--- config.mk ---
export PLATFORM = sky130hd
export DESIGN_NAME = div_clk_monitor
export DESIGN_NICKNAME = d
export VERILOG_FILES = /design/src/rtl/div_clk_monitor.sv
export SDC_FILE = /design/constraint.sdc
export NUM_CORES = 1
export LEC_CHECK = 0
export CORE_ASPECT_RATIO = 0.7
export CORE_MARGIN = 10
export CORE_UTILIZATION = 57
export CTS_BUF_LIST = sky130_fd_sc_hd__clkbuf_8
export CTS_CLUSTER_DIAMETER = 120
export DETAILED_ROUTE_END_ITERATION = 7
export PLACE_DENSITY_LB_ADDON = 0.15
export SYNTH_ARGS = -nofsm -noshare
export SYNTH_HDL_FRONTEND = slang
export SYNTH_SLANG_ARGS = --single-unit
--- constraint.sdc ---
create_clock -name clk_in -period 5.2 [get_ports clk_in]
set_input_delay 1.04 -clock clk_in [delete_from_list [all_inputs] [get_ports clk_in]]
set_output_delay 1.04 -clock clk_in [all_outputs]
set_load 0.05 [all_outputs]
--- src/rtl/div_clk_monitor.sv ---
// div_clk_monitor: edge strobes, run-length measurement and lock/error status for a divided clock
// Ports:
//   clk_in      system clock
//   rst         synchronous active-high reset
//   en          monitor enable
//   div_in      divided clock, synchronous to clk_in, treated as data
//   err_clr     clears err_sticky
//   rise_pulse  one-cycle strobe per rising edge of div_in
//   fall_pulse  one-cycle strobe per falling edge of div_in
//   edge_count  detected edges, both polarities, wrapping
//   high_len    last completed high run length
//   low_len     last completed low run length
//   len_valid   strobe when high_len or low_len updates
//   locked      one high and one low run in tolerance since the last violation
//   err_sticky  latched tolerance violation
module div_clk_monitor #(
   parameter int EXP_HALF = 16,
   parameter int TOL      = 0,
   parameter int LEN_W    = 8,
   parameter int EDGE_W   = 16
) (
   input  logic              clk_in,
   input  logic              rst,
   input  logic              en,
   input  logic              div_in,
   input  logic              err_clr,
   output logic              rise_pulse,
   output logic              fall_pulse,
   output logic [EDGE_W-1:0] edge_count,
   output logic [LEN_W-1:0]  high_len,
   output logic [LEN_W-1:0]  low_len,
   output logic              len_valid,
   output logic              locked,
   output logic              err_sticky
);
   typedef enum logic [1:0] {IDLE, ACQUIRE, MEASURE} state_t;
   localparam logic [LEN_W-1:0] LEN_MAX = '1;
   localparam logic [LEN_W-1:0] LO      = LEN_W'(EXP_HALF - TOL);
   localparam logic [LEN_W-1:0] HI      = LEN_W'(EXP_HALF + TOL);
   localparam logic [LEN_W-1:0] STUCK   = LEN_W'(EXP_HALF + TOL + 1);
   state_t           state;
   logic             d1, d2;
   logic [LEN_W-1:0] run_cnt;
   logic [1:0]       good;
   logic             edge_det, pub, in_range, stuck, viol;
   always_comb begin
      edge_det = en && state != IDLE && d1 != d2;
      pub      = edge_det && state == MEASURE;
      // a saturated count is never a legal length, even if the window reaches it
      in_range = run_cnt >= LO && run_cnt <= HI && run_cnt != LEN_MAX;
      // run_cnt only passes through STUCK once per run; if STUCK is the
      // saturation value the repeated flag is harmless (all effects idempotent)
      stuck    = en && state == MEASURE && !edge_det && run_cnt == STUCK;
      viol     = (pub && !in_range) || stuck;
   end
   always_ff @(posedge clk_in) begin
      if (rst) begin
         state      <= IDLE;
         d1         <= 1'b0;
         d2         <= 1'b0;
         run_cnt    <= '0;
         good       <= 2'd0;
         rise_pulse <= 1'b0;
         fall_pulse <= 1'b0;
         edge_count <= '0;
         high_len   <= '0;
         low_len    <= '0;
         len_valid  <= 1'b0;
         locked     <= 1'b0;
         err_sticky <= 1'b0;
      end else begin
         // the pipeline samples even when disabled so re-enable sees no stale edge
         d1         <= div_in;
         d2         <= d1;
         rise_pulse <= edge_det && d1;
         fall_pulse <= edge_det && !d1;
         len_valid  <= pub;
         err_sticky <= viol || (err_sticky && !err_clr);
         if (edge_det) edge_count <= edge_count + EDGE_W'(1);
         // the run just completed is the count before reload: d2 high means a high run ended
         if (pub && d2) high_len <= run_cnt;
         if (pub && d1) low_len <= run_cnt;
         if (!en) begin
            state   <= IDLE;
            run_cnt <= '0;
            good    <= 2'd0;
            locked  <= 1'b0;
         end else begin
            state   <= state == IDLE ? ACQUIRE : edge_det ? MEASURE : state;
            run_cnt <= state == IDLE ? '0 : edge_det ? LEN_W'(1) :
                       run_cnt == LEN_MAX ? run_cnt : run_cnt + LEN_W'(1);
            // a publish without violation is in range, so it advances the good-run count
            good    <= viol ? 2'd0 : !pub ? good : good == 2'd2 ? 2'd2 : good + 2'd1;
            locked  <= !viol && (pub ? good != 2'd0 : locked);
         end
      end
   end
endmodule

Word level (Yosys, flattened, before mapping):

Index checks and enable logic that the tools add are counted.

* add/subtract/negate cells: 3
* equal/unequal tests: 7
* bitwise operators: 1
* magnitude comparators: 2
* reduce and logical (&&, ||, !) cells: 30
* muxes and demuxes: 6

Operators with widths (count)
* adder 16 x 1 -> 16 bit, second input constant: 1
* logical AND 1 bit: 15
* adder 8 x 1 -> 8 bit, second input constant: 1
* equality test 8 x 5 -> 1 bit, second input constant: 1
* equality test 8 bit, second input constant: 1
* greater-or-equal comparator 8 x 5 -> 1 bit, second input constant: 1
* less-or-equal comparator 8 x 5 -> 1 bit, second input constant: 1
* inequality test 8 bit, second input constant: 1
* nonzero test 2 bit: 3
* OR reduction 3 bit: 2
* zero test 1 bit: 5
* 2-to-1 mux 1 bit: 5
* equality test 2 bit, second input constant: 2
* OR reduction 4 bit: 1
* adder 2 x 1 -> 2 bit, second input constant: 1
* zero test 2 bit: 1
* logical OR 1 bit: 2
* 2-to-1 mux 2 bit: 1
* inequality test 2 bit, second input constant: 1
* OR reduction 2 bit: 1
* inequality test 1 bit: 1
* NOT 1 bit: 1

* input port bits: 5
* register bits after elaboration: 51
* logic and storage cells: 64

Logic depth before layout (Yosys ltp):

Gate-level depths: netlist (run 1).

* depth in word-level cells: 9
* mapped depth: 6
* mapped depth without buffers: 6

Least setup slack after synthesis (run 1):

OpenSTA, ideal clock, no wires.

* kind: input port to flip-flop
* from: input en
* to: register edge_count[12]
* path slack: 3100 ps
* required time: 5079 ps
* path buffers: 0
* cell stages on the path: 4
* library setup time: 121 ps
* data arrival time: 1979 ps
* cell sequence: o211ai_1 -> or3_4 -> nor2_1 -> mux2_2

* longest elaborated chain between the ends: 2

RTL lines
* from (decl): RTL line 24 `input logic en,`
* logical AND 1 bit (2 in series): RTL line 47 `edge_det = en && state != IDLE && d1 != d2;`
* to (signal assigned): RTL line 79 `if (edge_det) edge_count <= edge_count + EDGE_W'(1);`
* to (decl): RTL line 29 `output logic [EDGE_W-1:0] edge_count,`

Every way passes these cells.
A chain may end at the register's enable or synchronous reset.

Worst setup path after layout (run 1):

* from: register edge_count[2]
* to: output edge_count[2]

No word-level cell between the ends.

==> results.json, run 1 <==
{
  "path_delay_family": "buffers and inverters",
  "initial_utilization_pct": 60.8,
  "run_status": "completed",
  "cts_buffer_depth": 2,
  "cts_tree": "done",
  "number_of_placed_instances_with_taps_included": 315,
  "grt_start_max_net_pins": 39,
  "fp.coreArea_um2": 3600,
  "path_max_fanout": 7,
  "max_cap_violations": 0,
  "first_global_vias": 1709,
  "cts.reportedPaths.clkPinSlew_ns": 0.09,
  "synth-edff-count": 0,
  "crit_path_start": "edge_count[2]",
  "hold_start": "low_len[2]",
  "totalWireLength_um": 4870,
  "synthDistinctLibCells": 39,
  "slew_headroom_pct": 43.0,
  "cp-endpoint": "edge_count[2]",
  "clk_root_buffer_cell": "sky130_fd_sc_hd__clkbuf_8",
  "routed_via_density": 5.57,
  "finalCritPeriodShare_pct": 50.8,
  "dr.first_iter.drc_count": 65,
  "ys.flop_type": "sky130_fd_sc_hd__dfxtp_1",
  "worst_path_largest_cell_delay_ns": 0.85,
  "grtUsageTotal_pct": 15.3,
  "synth_seq_area_share_pct": 46.6,
  "timing.critical_path.arrival_ns": 1.60,
  "cells_along_the_critical_path": "clkdlybuf4s50_1",
  "max_clock_freq_mhz": 378,
  "floorplan.rows": 18,
  "rd_place_congestion": 0.840,
  "syn-instance-count": 236,
  "end_kind": "primary output",
  "reg2reg_setup_slack_ns": 3.27,
  "vdd_ir_drop_max_uv": 189,
  "grt_overflow": 0,
  "cts_inserted_buffers": 5,
  "r2r-end": "edge_count[11]",
  "grt_antenna_before_repair": 0,
  "drt_pass1_iterations": 4,
  "worst_case_setup_margin_in_the_final_layout_ns": 2.56,
  "p_leak_nw": 0.940,
  "antenna_diode_count": 0,
  "syn_area_per_cell_um2": 9.28,
  "totalPowerFinal_mw": 0.644,
  "worst-path-buf-inv": 1,
  "design.final.nets": 283,
  "total_standard_cell_area_after_synthesis_um2": 2190,
  "ys_seq_elements": 51,
  "post_drt_wl_per_cell_um": 15.1,
  "max_clock_skew_ns": 0.00875,
  "place_worst_setup_slack_ns": 2.31,
  "layout.cells.non_filler": 322,
  "cts-hold-fix-buffers": 0,
  "setup_viol": 0,
  "cts_sinks": 51,
  "route.detailed.drc": 0,
  "cp_slowest_cell": "sky130_fd_sc_hd__clkdlybuf4s50_1",
  "detailed_placement_hpwl_um": 3450,
  "drive_above_1_share_pct": 4.78,
  "ios": 42,
  "drv_slew": 0,
  "global_route_wire_length_before_repair_um": 8380,
  "htreeDepth": 2,
  "synth_nets": 247,
  "die_area_um2": 6760,
  "clk_latency_ns": 0.30,
  "ys_async_sr_fraction_pct": 0,
  "cp_data_required_time_ns": 4.16,
  "postRouteAntennaNets": 0,
  "worst-path-stages": 1,
  "fp.dieW_um": 94.1,
  "via_count": 1792,
  "layout.core_utilization_pct": 75.0,
  "syn2layout_area_growth_pct": 23.3,
  "yosysWarnings": 0,
  "timing.rr.start": "d2",
  "hold_viol": 0,
  "worst_pin_slew_ns": 0.849,
  "cts.repair_timing.setup_buffer_count": 0,
  "r2r_cells": 4,
  "power-per-cell-area_nw_per_um2": 238,
  "setup_repair_after_global_routing_missed_its_margin": "false",
  "finalWorstPathRequiredPeriod_ns": 2.64,
  "tns_ns": 0,
  "critical_path.startpoint_type": "flip-flop",
  "cts_resized": 0,
  "hold_class": "flip-flop to flip-flop",
  "port_buffers": 41,
  "chipHeight_um": 71.9,
  "path_class": "flip-flop to primary output"
}
[sequential cells by signal, summed over array words and instances, names as in the netlist]
register	cells
edge_count	16
high_len	8
low_len	8
run_cnt	8
good	2
state	2
d1	1
d2	1
err_sticky	1
fall_pulse	1
len_valid	1
locked	1
rise_pulse	1
[cell type report]
class	instances	area [µm²]
multi-input combinational	164	1070
sequential	51	1020
fill	284	902
timing repair buffer	44	433
clock buffer	6	82.6
tap	50	62.6
inverter	6	22.5
clock inverter	1	5.00
[through the flow]
step	area (µm²)	hold WS (ns)
finish	2700	0.503
global route	2700	0.534
CTS	2700	0.503
detailed placement	2610	0.488
global placement	2610	0.469
floorplan	2190	0.463
[Yosys cell counts (2+ instances only)]
master / instances / area, µm²
sky130_fd_sc_hd__dfxtp_1: 51 / 1020
sky130_fd_sc_hd__nor2_1: 37 / 139
sky130_fd_sc_hd__mux2i_1: 19 / 190
sky130_fd_sc_hd__a21oi_1: 12 / 60.1
sky130_fd_sc_hd__clkbuf_1: 9 / 33.8
sky130_fd_sc_hd__o21ai_0: 9 / 45.0
sky130_fd_sc_hd__nand4_1: 7 / 43.8
sky130_fd_sc_hd__ha_1: 6 / 75.1
sky130_fd_sc_hd__inv_1: 6 / 22.5
sky130_fd_sc_hd__nor2b_1: 6 / 37.5
sky130_fd_sc_hd__or3_1: 6 / 37.5
sky130_fd_sc_hd__xnor2_1: 6 / 52.6
sky130_fd_sc_hd__nand2_1: 5 / 18.8
sky130_fd_sc_hd__nand3_1: 5 / 25.0
sky130_fd_sc_hd__nor3_1: 5 / 25.0
sky130_fd_sc_hd__xor2_1: 5 / 43.8
sky130_fd_sc_hd__and3_1: 4 / 25.0
sky130_fd_sc_hd__nor3b_1: 4 / 30.0
sky130_fd_sc_hd__a31oi_1: 3 / 18.8
sky130_fd_sc_hd__and4_1: 3 / 26.3
sky130_fd_sc_hd__buf_2: 3 / 15.0
sky130_fd_sc_hd__nand3b_1: 3 / 22.5
sky130_fd_sc_hd__nor4b_1: 3 / 26.3
sky130_fd_sc_hd__o211ai_1: 3 / 22.5
sky130_fd_sc_hd__and2_1: 2 / 12.5
[metal layers]
layer	track usage [%]	up-vias	part of all wire, %
met1	20.5	847	51
li1	-	895	-
met3	6.76	5	9.1
met2	21.3	45	40
met4	4.71	0	0.78
met5	0	-	0
[logic make-up after synthesis]
family          Yosys count  synth area share (%)
simple gates             96                  23.8
flops                    51                  46.6
compound gates           31                  8.22
buf+inv                  21                  4.34
mux                      20                  9.19
xor+xnor                 11                  4.40
fa+ha+maj                 6                  3.43
[layout by cell type, fill, tap and decap left out, drive strengths merged, types with 2 or more instances in the layout]
cell type / count
a21oi: 12
clkdlybuf4s50: 41
inv: 6
dfxtp: 51
nand3: 5
a31oi: 3
xnor2: 6
nand3b: 3
or3: 8
ha: 6
o21ai: 9
nor2b: 6
and2: 2
buf: 3
nor3b: 4
nor3: 5
nand4: 7
o211ai: 3
nand2: 5
and4: 3
and3: 4
nor2: 37
xor2: 5
clkbuf: 6
nor4b: 3
mux2i: 19
[how the worst min path moves through the flow]
stage / endpoint / slack (ns) / cells past startpoint
after floorplan: good[1] / 0.46 / 2
after global placement: locked / 0.47 / 2
after detailed placement: high_len[3] / 0.49 / 2
after CTS: edge_count[11] / 0.50 / 2
after global routing: edge_count[14] / 0.53 / 2
final: low_len[2] / 0.50 / 2
[where the power goes]
| group | leakage, nW | total, mW | switching, mW | internal (mW) |
|---|---|---|---|---|
| clock | 0.0470 | 0.227 | 0.122 | 0.105 |
| sequential | 0.411 | 0.395 | 0.00318 | 0.392 |
| combinational | 0.482 | 0.0222 | 0.0138 | 0.00839 |
(Power assumes the default switching activity.)
==> inputs of run 2 (changes only) <==
--- a/config.mk
+++ b/config.mk
@@ -7,7 +7,7 @@
 export LEC_CHECK = 0
 export CORE_ASPECT_RATIO = 0.7
 export CORE_MARGIN = 10
-export CORE_UTILIZATION = 57
+export CORE_UTILIZATION = 48
 export CTS_BUF_LIST = sky130_fd_sc_hd__clkbuf_8
 export CTS_CLUSTER_DIAMETER = 120
 export DETAILED_ROUTE_END_ITERATION = 7
==> constraint.sdc (replaced) <==
create_clock -name clk_in -period 2.35 [get_ports clk_in]
set_input_delay 0.47 -clock clk_in [delete_from_list [all_inputs] [get_ports clk_in]]
set_output_delay 0.47 -clock clk_in [all_outputs]
set_load 0.05 [all_outputs]
==> run 2 against run 1 <==
Effect of this change:
- critical path depth unchanged
- setup slack got worse by 2.2 ns
- sequential share of layout area decreased by 0.81 points
- hold slack got worse by 0.015 ns
- routed wire length increased by 1.8%
- core utilization decreased by 12 points
- sequential cell count unchanged
- global-route usage decreased by 2.1 points
- final area increased by 2.2%
- clock power increased to 3.1 times the previous value
- critical path type unchanged
- largest power group unchanged
==> results.json, run 2 (synthesis results as in run 1) <==
{
  "run_status": "completed",
  "layout.core_utilization_pct": 63.0,
  "htreeDepth": 2,
  "first_global_vias": 1642,
  "die_area_um2": 7710,
  "drive_above_1_share_pct": 5.11,
  "cp_slowest_cell": "sky130_fd_sc_hd__clkdlybuf4s50_1",
  "max_cap_violations": 0,
  "end_kind": "primary output",
  "clkPwrFrac_pct": 43.2,
  "path_max_fanout": 5,
  "rd_place_congestion": 0.829,
  "netSwitchingPower_mw": 0.321,
  "design.final.nets": 284,
  "setup_repair_after_global_routing_missed_its_margin": "false",
  "p_seq_share_pct": 53.7,
  "path_class": "flip-flop to primary output",
  "hold_class": "flip-flop to flip-flop",
  "global_route.peak_usage_layer": "met1",
  "chipHeight_um": 76.5,
  "grt_antenna_before_repair": 0,
  "grt_util_met3_pct": 5.25,
  "port_buffers": 41,
  "fp.dieW_um": 101,
  "r2r_cells": 4,
  "floorplan.rows": 20,
  "dr.first_iter.drc_count": 98,
  "grtUsageTotal_pct": 13.2,
  "syn2layout_area_growth_pct": 26.0,
  "min_path_cells": 2,
  "finalCritPeriodShare_pct": 86.6,
  "tns_ns": 0,
  "worst_pin_slew_ns": 0.914,
  "clk_latency_ns": 0.30,
  "postPlaceCellArea_um2": 2630,
  "cts-hold-fix-buffers": 0,
  "drt_pass1_iterations": 4,
  "post_drt_wl_per_cell_um": 15.1,
  "cts_buffer_depth": 2,
  "antenna_diode_count": 0,
  "cts_tree": "done",
  "swShare_pct": 19.7,
  "layout.cells.most_common_list": "sky130_fd_sc_hd__dfxtp_1 (51), sky130_fd_sc_hd__clkdlybuf4s50_1 (41), sky130_fd_sc_hd__nor2_1 (37)",
  "pwr-share-comb_pct": 3.1,
  "cts.reportedPaths.clkPinSlew_ns": 0.09,
  "totalPowerFinal_mw": 1.63,
  "filler_cell_count": 385,
  "met1_usage_pct": 20.1,
  "initial_utilization_pct": 50.0,
  "cells_along_the_critical_path": "clkdlybuf4s50_1",
  "cts_resized": 0,
  "critical_path.startpoint_type": "flip-flop",
  "worst-path-buf-inv": 1,
  "ios": 42,
  "postRouteAntennaNets": 0,
  "p_leak_nw": 0.967,
  "slew_headroom_pct": 38.6,
  "totalWireLength_um": 4960,
  "power.internal_mw": 1.31,
  "detailed_placement_hpwl_um": 3510,
  "route.detailed.drc": 0,
  "clk_root_buffer_cell": "sky130_fd_sc_hd__clkbuf_8",
  "cp_data_required_time_ns": 1.88,
  "drv_slew": 0,
  "cts_sinks": 51,
  "cts_inserted_buffers": 5,
  "finalWorstPathRequiredPeriod_ns": 2.04,
  "fp.coreArea_um2": 4380,
  "setup_viol": 0,
  "grt_use_met2_pct": 16.3,
  "cts.repair_timing.setup_buffer_count": 0,
  "power-per-cell-area_nw_per_um2": 590,
  "design_area_um2": 2760,
  "final_common_cell": "sky130_fd_sc_hd__dfxtp_1",
  "regMostFlops": "edge_count",
  "max_clock_skew_ns": 0.00709,
  "r2r-end": "run_cnt[2]",
  "grt_start_max_net_pins": 38,
  "path_delay_family": "buffers and inverters",
  "min_delay_worst_endpoint": "edge_count[15]",
  "largest_reg_flops": 16,
  "reg2reg_setup_slack_ns": 0.36,
  "routed_via_density": 5.30,
  "timing.critical_path.arrival_ns": 1.57,
  "vdd_ir_drop_max_uv": 373,
  "max_clock_freq_mhz": 491,
  "hold_start": "edge_count[15]",
  "global_route_wire_length_before_repair_um": 8490,
  "grt_overflow": 0,
  "worst_path_largest_cell_delay_ns": 0.85,
  "timing.rr.start": "d1",
  "via_count": 1743,
  "hold_viol": 0
}
run 2: cell types whose count changed in the layout (fill, tap and decap cells not counted), sizes merged:
cell    delta
bufinv     +2
inv        +1
buf        +1
clkinv     -1
clkbuf     -1
run 2: layer usage:
layer	vias to the layer above	part of all wire, %
li1	891	-
met1	809	54
met2	41	38
met3	2	7.6
met4	0	0.38
met5	-	0
run 2: worst max-delay path by stage:
stage             startpoint  depth (start not counted)              to
2_1_floorplan  edge_count[0]                          5  edge_count[12]
3_3_place_gp              en                          5  edge_count[12]
3_5_place_dp              en                          5  edge_count[14]
4_1_cts        edge_count[0]                          1   edge_count[0]
5_1_grt                   d1                          4      run_cnt[2]
6_report       edge_count[3]                          1   edge_count[3]
run 2: power by group through the flow:
| stage | Combinational (mW) | Clock [mW] | Sequential [mW] |
|---|---|---|---|
| 4_1_cts | 0.0502 | 0.713 | 0.875 |
| 6_report | 0.0500 | 0.704 | 0.875 |
| 2_1_floorplan | 0.0338 | 0 | 0.895 |
| 3_5_place_dp | 0.0500 | 0 | 0.895 |
| 3_3_place_gp | 0.0497 | 0 | 0.895 |
| 5_1_grt | 0.0542 | 0.753 | 0.876 |
run 2: layout make-up:
class                      count  area (µm²)  share of cell area (%)
clock buffer                   5        68.8                    2.49
clock inverter                 3        63.8                    2.31
inverter                       6        22.5                   0.816
multi-input combinational    164        1070                    38.9
sequential                    51        1020                    37.0
tap                           55        68.8                    2.49
timing repair buffer          45         440                    16.0
run 2: stage by stage:
stage / std cells / hold WS (ns) / setup slack (ns)
2_1_floorplan: 236 / 0.463 / 0.382
3_3_place_gp: 321 / 0.470 / 0.191
3_5_place_dp: 321 / 0.477 / 0.153
4_1_cts: 329 / 0.490 / 0.297
5_1_grt: 329 / 0.524 / 0.130
6_report: 329 / 0.488 / 0.314
run 2: worst min-delay path, cell delays in order, from the launching register on:
cell and delay [ns]:
sky130_fd_sc_hd__dfxtp_1 0.32, sky130_fd_sc_hd__o21ai_0 0.07, sky130_fd_sc_hd__a21oi_1 0.06
==> edit 1 (flow settings as in run 2) <==
`LEN_W`: 8 -> 16.
--- a/src/rtl/div_clk_monitor.sv
+++ b/src/rtl/div_clk_monitor.sv
@@ -16,7 +16,7 @@
 module div_clk_monitor #(
    parameter int EXP_HALF = 16,
    parameter int TOL      = 0,
-   parameter int LEN_W    = 8,
+   parameter int LEN_W    = 16,
    parameter int EDGE_W   = 16
 ) (
    input  logic              clk_in,
Ports: changed (resized high_len and low_len); port bits go from 42 to 58. The function was not compared with the original's and may differ.
==> edit 1 against run 2 <==
Wire length up 61%. Design area rose by 50%. Sequential share of layout area fell by 0.82 points. Area after synthesis rose by 46%. Count of clock-buffer cells in the layout is 6 higher. Sequential cell count grew 24. Register-to-register slack got worse by 0.05 ns. Setup slack got worse by 0.060 ns. Critical path depth unchanged. Power is 45% higher. Sequential power up 46%. Fmax shrank 2.9%. Combinational power up 40%.
==> edit 1: results (changes against run 2) <==
Fraction of the mapped netlist area in compound gates: 0.0747 (-0.00757)
Number of search-and-repair iterations in the first detailed-routing pass: 5 (+1)
Clock tree skew after final layout: 0.00657 ns (-0.000524 ns)
First-pass GRT wire length: 13100 µm (+54%)
Fraction of final layout cells with drive strength greater than 1: 0.0993 (+0.0482)
Standby leakage power: 0.00139 µW (+43%)
Area contributors post-synth: sky130_fd_sc_hd__dfxtp_1 47%, sky130_fd_sc_hd__mux2i_1 12%, sky130_fd_sc_hd__nor2_1 6.5%
Final GP Congestion: 0.865 (+4.4%)
Via density per instance: 5.47 (+3.3%)
H-Tree Level Count: 3 (+1)
Dpl cells: 489 (+52%)
Overall fraction of global-route tracks in use: 0.154 (+0.0226)
Multiplexer share of the synthesized area: 0.126 (+0.0339)
Clock slew at the register clock pins of the worst setup and hold paths: 0.07 ns (-0.02 ns)
Net total in the final layout: 420 (+48%)
Cell types with the highest counts after synthesis: 75 x sky130_fd_sc_hd__dfxtp_1, 55 x sky130_fd_sc_hd__nor2_1, 38 x sky130_fd_sc_hd__mux2i_1
Max rail drop VDD: 0.456 mV (+22%)
Total clock buffers created by CTS: 9 (+4)
Clock latency at the later pin of the worst-skew pair: 0.34 ns (+0.04 ns)
Result of the run: finished clean
Worst EP arrival: 1.63 ns (+0.06 ns)
Crit path max fanout: 4 (-1)
Post-synthesis net count: 357 (+45%)
Routed len/inst: 15.9 µm (+5.3%)
Final HPWL from detailed placement: 5670 µm (+61%)
Largest net degree at the start of global routing: 55 (+45%)
Adder and majority gate portion of the synthesized area: 0.0235 (-0.0108)
Xor/xnor share of the synthesized area: 0.0328 (-0.0111)
Fraction of the yosys area taken by sequential cells: 0.469 (+0.00310)
Number of global-route vias before repair: 2610 (+59%)
Avg Inst Size Synth: 9.25 µm² (-0.36%)
Netlist cell types: 43 (+10%)
Port-buffer cells: 57 (+39%)
Via count: 2759 (+58%)
Iteration-0 DRC count of the detailed router: 218 (+120%)
Relative slew slack: 0.639 (+0.252)
edit 1: cell types whose count changed in the layout (fill, tap and decap cells not counted), sizes merged, moves of 6 or more:
cell                  run 2  this run
dfxtp                    51        75
clkdlybuf4s50            41        56
nor4                      1         7
nand3                     5        13
mux2i                    19        38
buf                       4        18
nand2                     5        11
or4                       0         7
clkbuf                    5        11
nor3                      5        12
nor2                     37        55
edit 1: metrics by stage:
stage | instance area, µm² | setup WS, ns | hold slack, ns
floorplan | 3200 | 0.306 | 0.491
global placement | 3950 | 0.105 | 0.474
detailed placement | 3950 | 0.0609 | 0.486
CTS | 4150 | 0.230 | 0.504
global route | 4150 | 0.170 | 0.531
finish | 4150 | 0.254 | 0.494
edit 1: layout make-up:
type / count / area [µm²]
Fill cell: 526 / 2180
Multi-Input combinational cell: 239 / 1580
Sequential cell: 75 / 1500
Timing Repair Buffer: 74 / 718
Clock buffer: 11 / 151
Tap cell: 91 / 114
Clock inverter: 4 / 50.0
Inverter: 10 / 37.5
edit 1: routing by layer:
layer	vias up	wire length, µm	track usage
met4	0	34	0.0302
li1	1351	-	-
met1	1316	3720	0.201
met3	2	748	0.0751
met5	-	0	0
met2	90	3500	0.228
edit 1: cell families (layout without fill, tap and decap cells):
family | Yosys count | in the layout
AOI/OAI and AO/OA | 35 | 35
xor gates and xnor gates | 12 | 12
adders and majority gates | 6 | 6
buffers and inverters | 32 | 99
DFF | 75 | 75
muxes | 40 | 40
and+or+nand+nor | 146 | 146
edit 1: worst paths after layout:
kind,from,to,slack [ns],cells past startpoint
max,edge_count[0],edge_count[0],0.25,1
min,high_len[11],high_len[11],0.49,2
max reg2reg,run_cnt[2],run_cnt[13],0.31,4
min reg2reg,high_len[11],high_len[11],0.49,2
edit 1: power by group:
group	internal, µW	leakage [µW]	switching, µW
Combinational	27.5	0.000683	42.7
Sequential	1270	0.000605	6.03
Clock	541	0.0000974	463
==> edit 2 (config.mk and constraints of run 2) <==
Without the edit above. The 3 states of `state_t` get a one-hot encoding in 3 bits.
--- a/src/rtl/div_clk_monitor.sv
+++ b/src/rtl/div_clk_monitor.sv
@@ -33,7 +33,7 @@
    output logic              locked,
    output logic              err_sticky
 );
-   typedef enum logic [1:0] {IDLE, ACQUIRE, MEASURE} state_t;
+   typedef enum logic [2:0] {IDLE = 3'b001, ACQUIRE = 3'b010, MEASURE = 3'b100} state_t;
    localparam logic [LEN_W-1:0] LEN_MAX = '1;
    localparam logic [LEN_W-1:0] LO      = LEN_W'(EXP_HALF - TOL);
    localparam logic [LEN_W-1:0] HI      = LEN_W'(EXP_HALF + TOL);
Function: no difference found for any inputs over 10 cycles, from zero or initial values and one cycle with rst high; not proved beyond that.
==> edit 2 against run 2 <==
Global-route usage decreased by 0.51 points. Register-to-register slack improved by 0.03 ns. Area after synthesis grew 0.97%. Power down 9.5%. Clock skew barely moved. Sequential cell count rose by 1. Setup slack worse by 0.052 ns. Wire length shrank 0.22%. Design area rose by 1.7%. Synthesized cell count up 3.4%.
==> edit 2: results (changes against run 2) <==
Fraction of the yosys area taken by sequential cells: 0.471 (+0.00457)
First element of the critical path: en
Area contributors post-synth: sky130_fd_sc_hd__dfxtp_1 47%, sky130_fd_sc_hd__mux2i_1 7.2%, sky130_fd_sc_hd__nor2_1 5.3%
Clock tree skew after final layout: 0.00726 ns (+0.000164 ns)
Standby leakage power: 0.00109 µW (+13%)
Detailed-routing wirelength on met1: 2340 µm (-13%)
Final HPWL from detailed placement: 3560 µm (+1.2%)
Final GP Congestion: 0.809 (-2.4%)
Critical Path Max Stage Delay: 0.65 ns (-0.20 ns)
Fraction of final layout cells with drive strength greater than 1: 0.0690 (+0.0179)
Length of routed met3 wiring: 396 µm (+5.6%)
Beginning of the worst register-to-register path: edge_count[1]
Crit path max fanout: 8 (+3)
Total of fill cells in the finished design: 373 (-3.1%)
Post-synthesis net count: 255 (+3.2%)
Met2 routed WL: 2170 µm (+16%)
Number of global-route vias before repair: 1712 (+4.3%)
Dpl cells: 337 (+5.0%)
Iteration-0 DRC count of the detailed router: 125 (+28%)
Clock latency at the later pin of the worst-skew pair: 0.30 ns (about the same)
Relative slew slack: 0.425 (+0.0390)
Result of the run: finished clean
Via count: 1852 (+6.3%)
Largest net degree at the start of global routing: 39 (+2.6%)
Netlist cell types: 41 (+5.1%)
Max rail drop VDD: 0.347 mV (-7.1%)
Routed len/inst: 14.3 µm (-4.8%)
Total wire length after detailed routing: 4940 µm (-0.22%)
Hold path startpoint: locked
Net total in the final layout: 300 (+5.6%)
Critical-path cell with the highest stage delay: sky130_fd_sc_hd__or4_1
Overall fraction of global-route tracks in use: 0.127 (-0.00508)
Post-DP Area: 0.00272 mm² (+3.4%)
First-pass GRT wire length: 8240 µm (-2.9%)
Worst EP arrival: 2.32 ns (+0.75 ns)
Cell types with the highest counts after synthesis: 52 x sky130_fd_sc_hd__dfxtp_1, 31 x sky130_fd_sc_hd__nor2_1, 16 x sky130_fd_sc_hd__mux2i_1
[edit 2: cell types whose count changed in the layout (fill, tap and decap cells not counted), sizes merged, moves of 4 or more]
cell | before | now
buf | 4 | 10
nand2 | 5 | 14
nand3 | 5 | 11
nor2 | 37 | 31
nor2b | 6 | 2
or4 | 0 | 4
[edit 2: area by class of cell]
class	instances	area share
inverter	7	0.00936
sequential	52	0.371
clock buffer	6	0.0294
multi-input combinational	172	0.390
timing repair buffer	51	0.173
tap	55	0.0245
clock inverter	2	0.00267
[edit 2: path summary, 6_finish.rpt]
kind	end	slack, ns	cells after the start
worst max-delay path	edge_count[10]	0.26	5
worst min register to register	locked	0.46	2
worst max register to register	edge_count[10]	0.39	5
worst min-delay path	locked	0.46	2
[edit 2: metal layers]
layer	vias up	GRT usage
met1	864	0.169
li1	944	-
met4	0	0.0306
met5	-	0
met3	5	0.0555
met2	39	0.180
[edit 2: logic make-up after synthesis]
family,share of synthesized area
DFF,0.471
xor gates and xnor gates,0.0436
and+or+nand+nor,0.244
muxes,0.0724
buffers and inverters,0.0345
adders and majority gates,0.0339
AOI/OAI and AO/OA,0.101
[edit 2: where the power goes]
group          leakage, µW  switching, µW  total (µW)  internal, µW
clock            0.0000538            279         511           232
sequential        0.000420           7.90         895           887
combinational     0.000616           43.5        68.8          25.3
total              0.00109            331        1470          1140
[edit 2: worst max-delay path, delay by kind of cell]
family | cells | cell delay [ns]
compound gates | 1 | 0.14
buf+inv | 1 | 0.49
simple gates | 3 | 1.21
[edit 2: stage by stage]
stage	utilization	TNS (ns)	power (µW)	setup WS, ns
floorplan	-	0	959	0.215
global placement	0.617	0	984	0.0205
detailed placement	0.617	-0.0432	984	-0.0211
CTS	0.637	0	1490	0.265
global route	0.637	0	1530	0.145
finish	0.637	0	1470	0.263
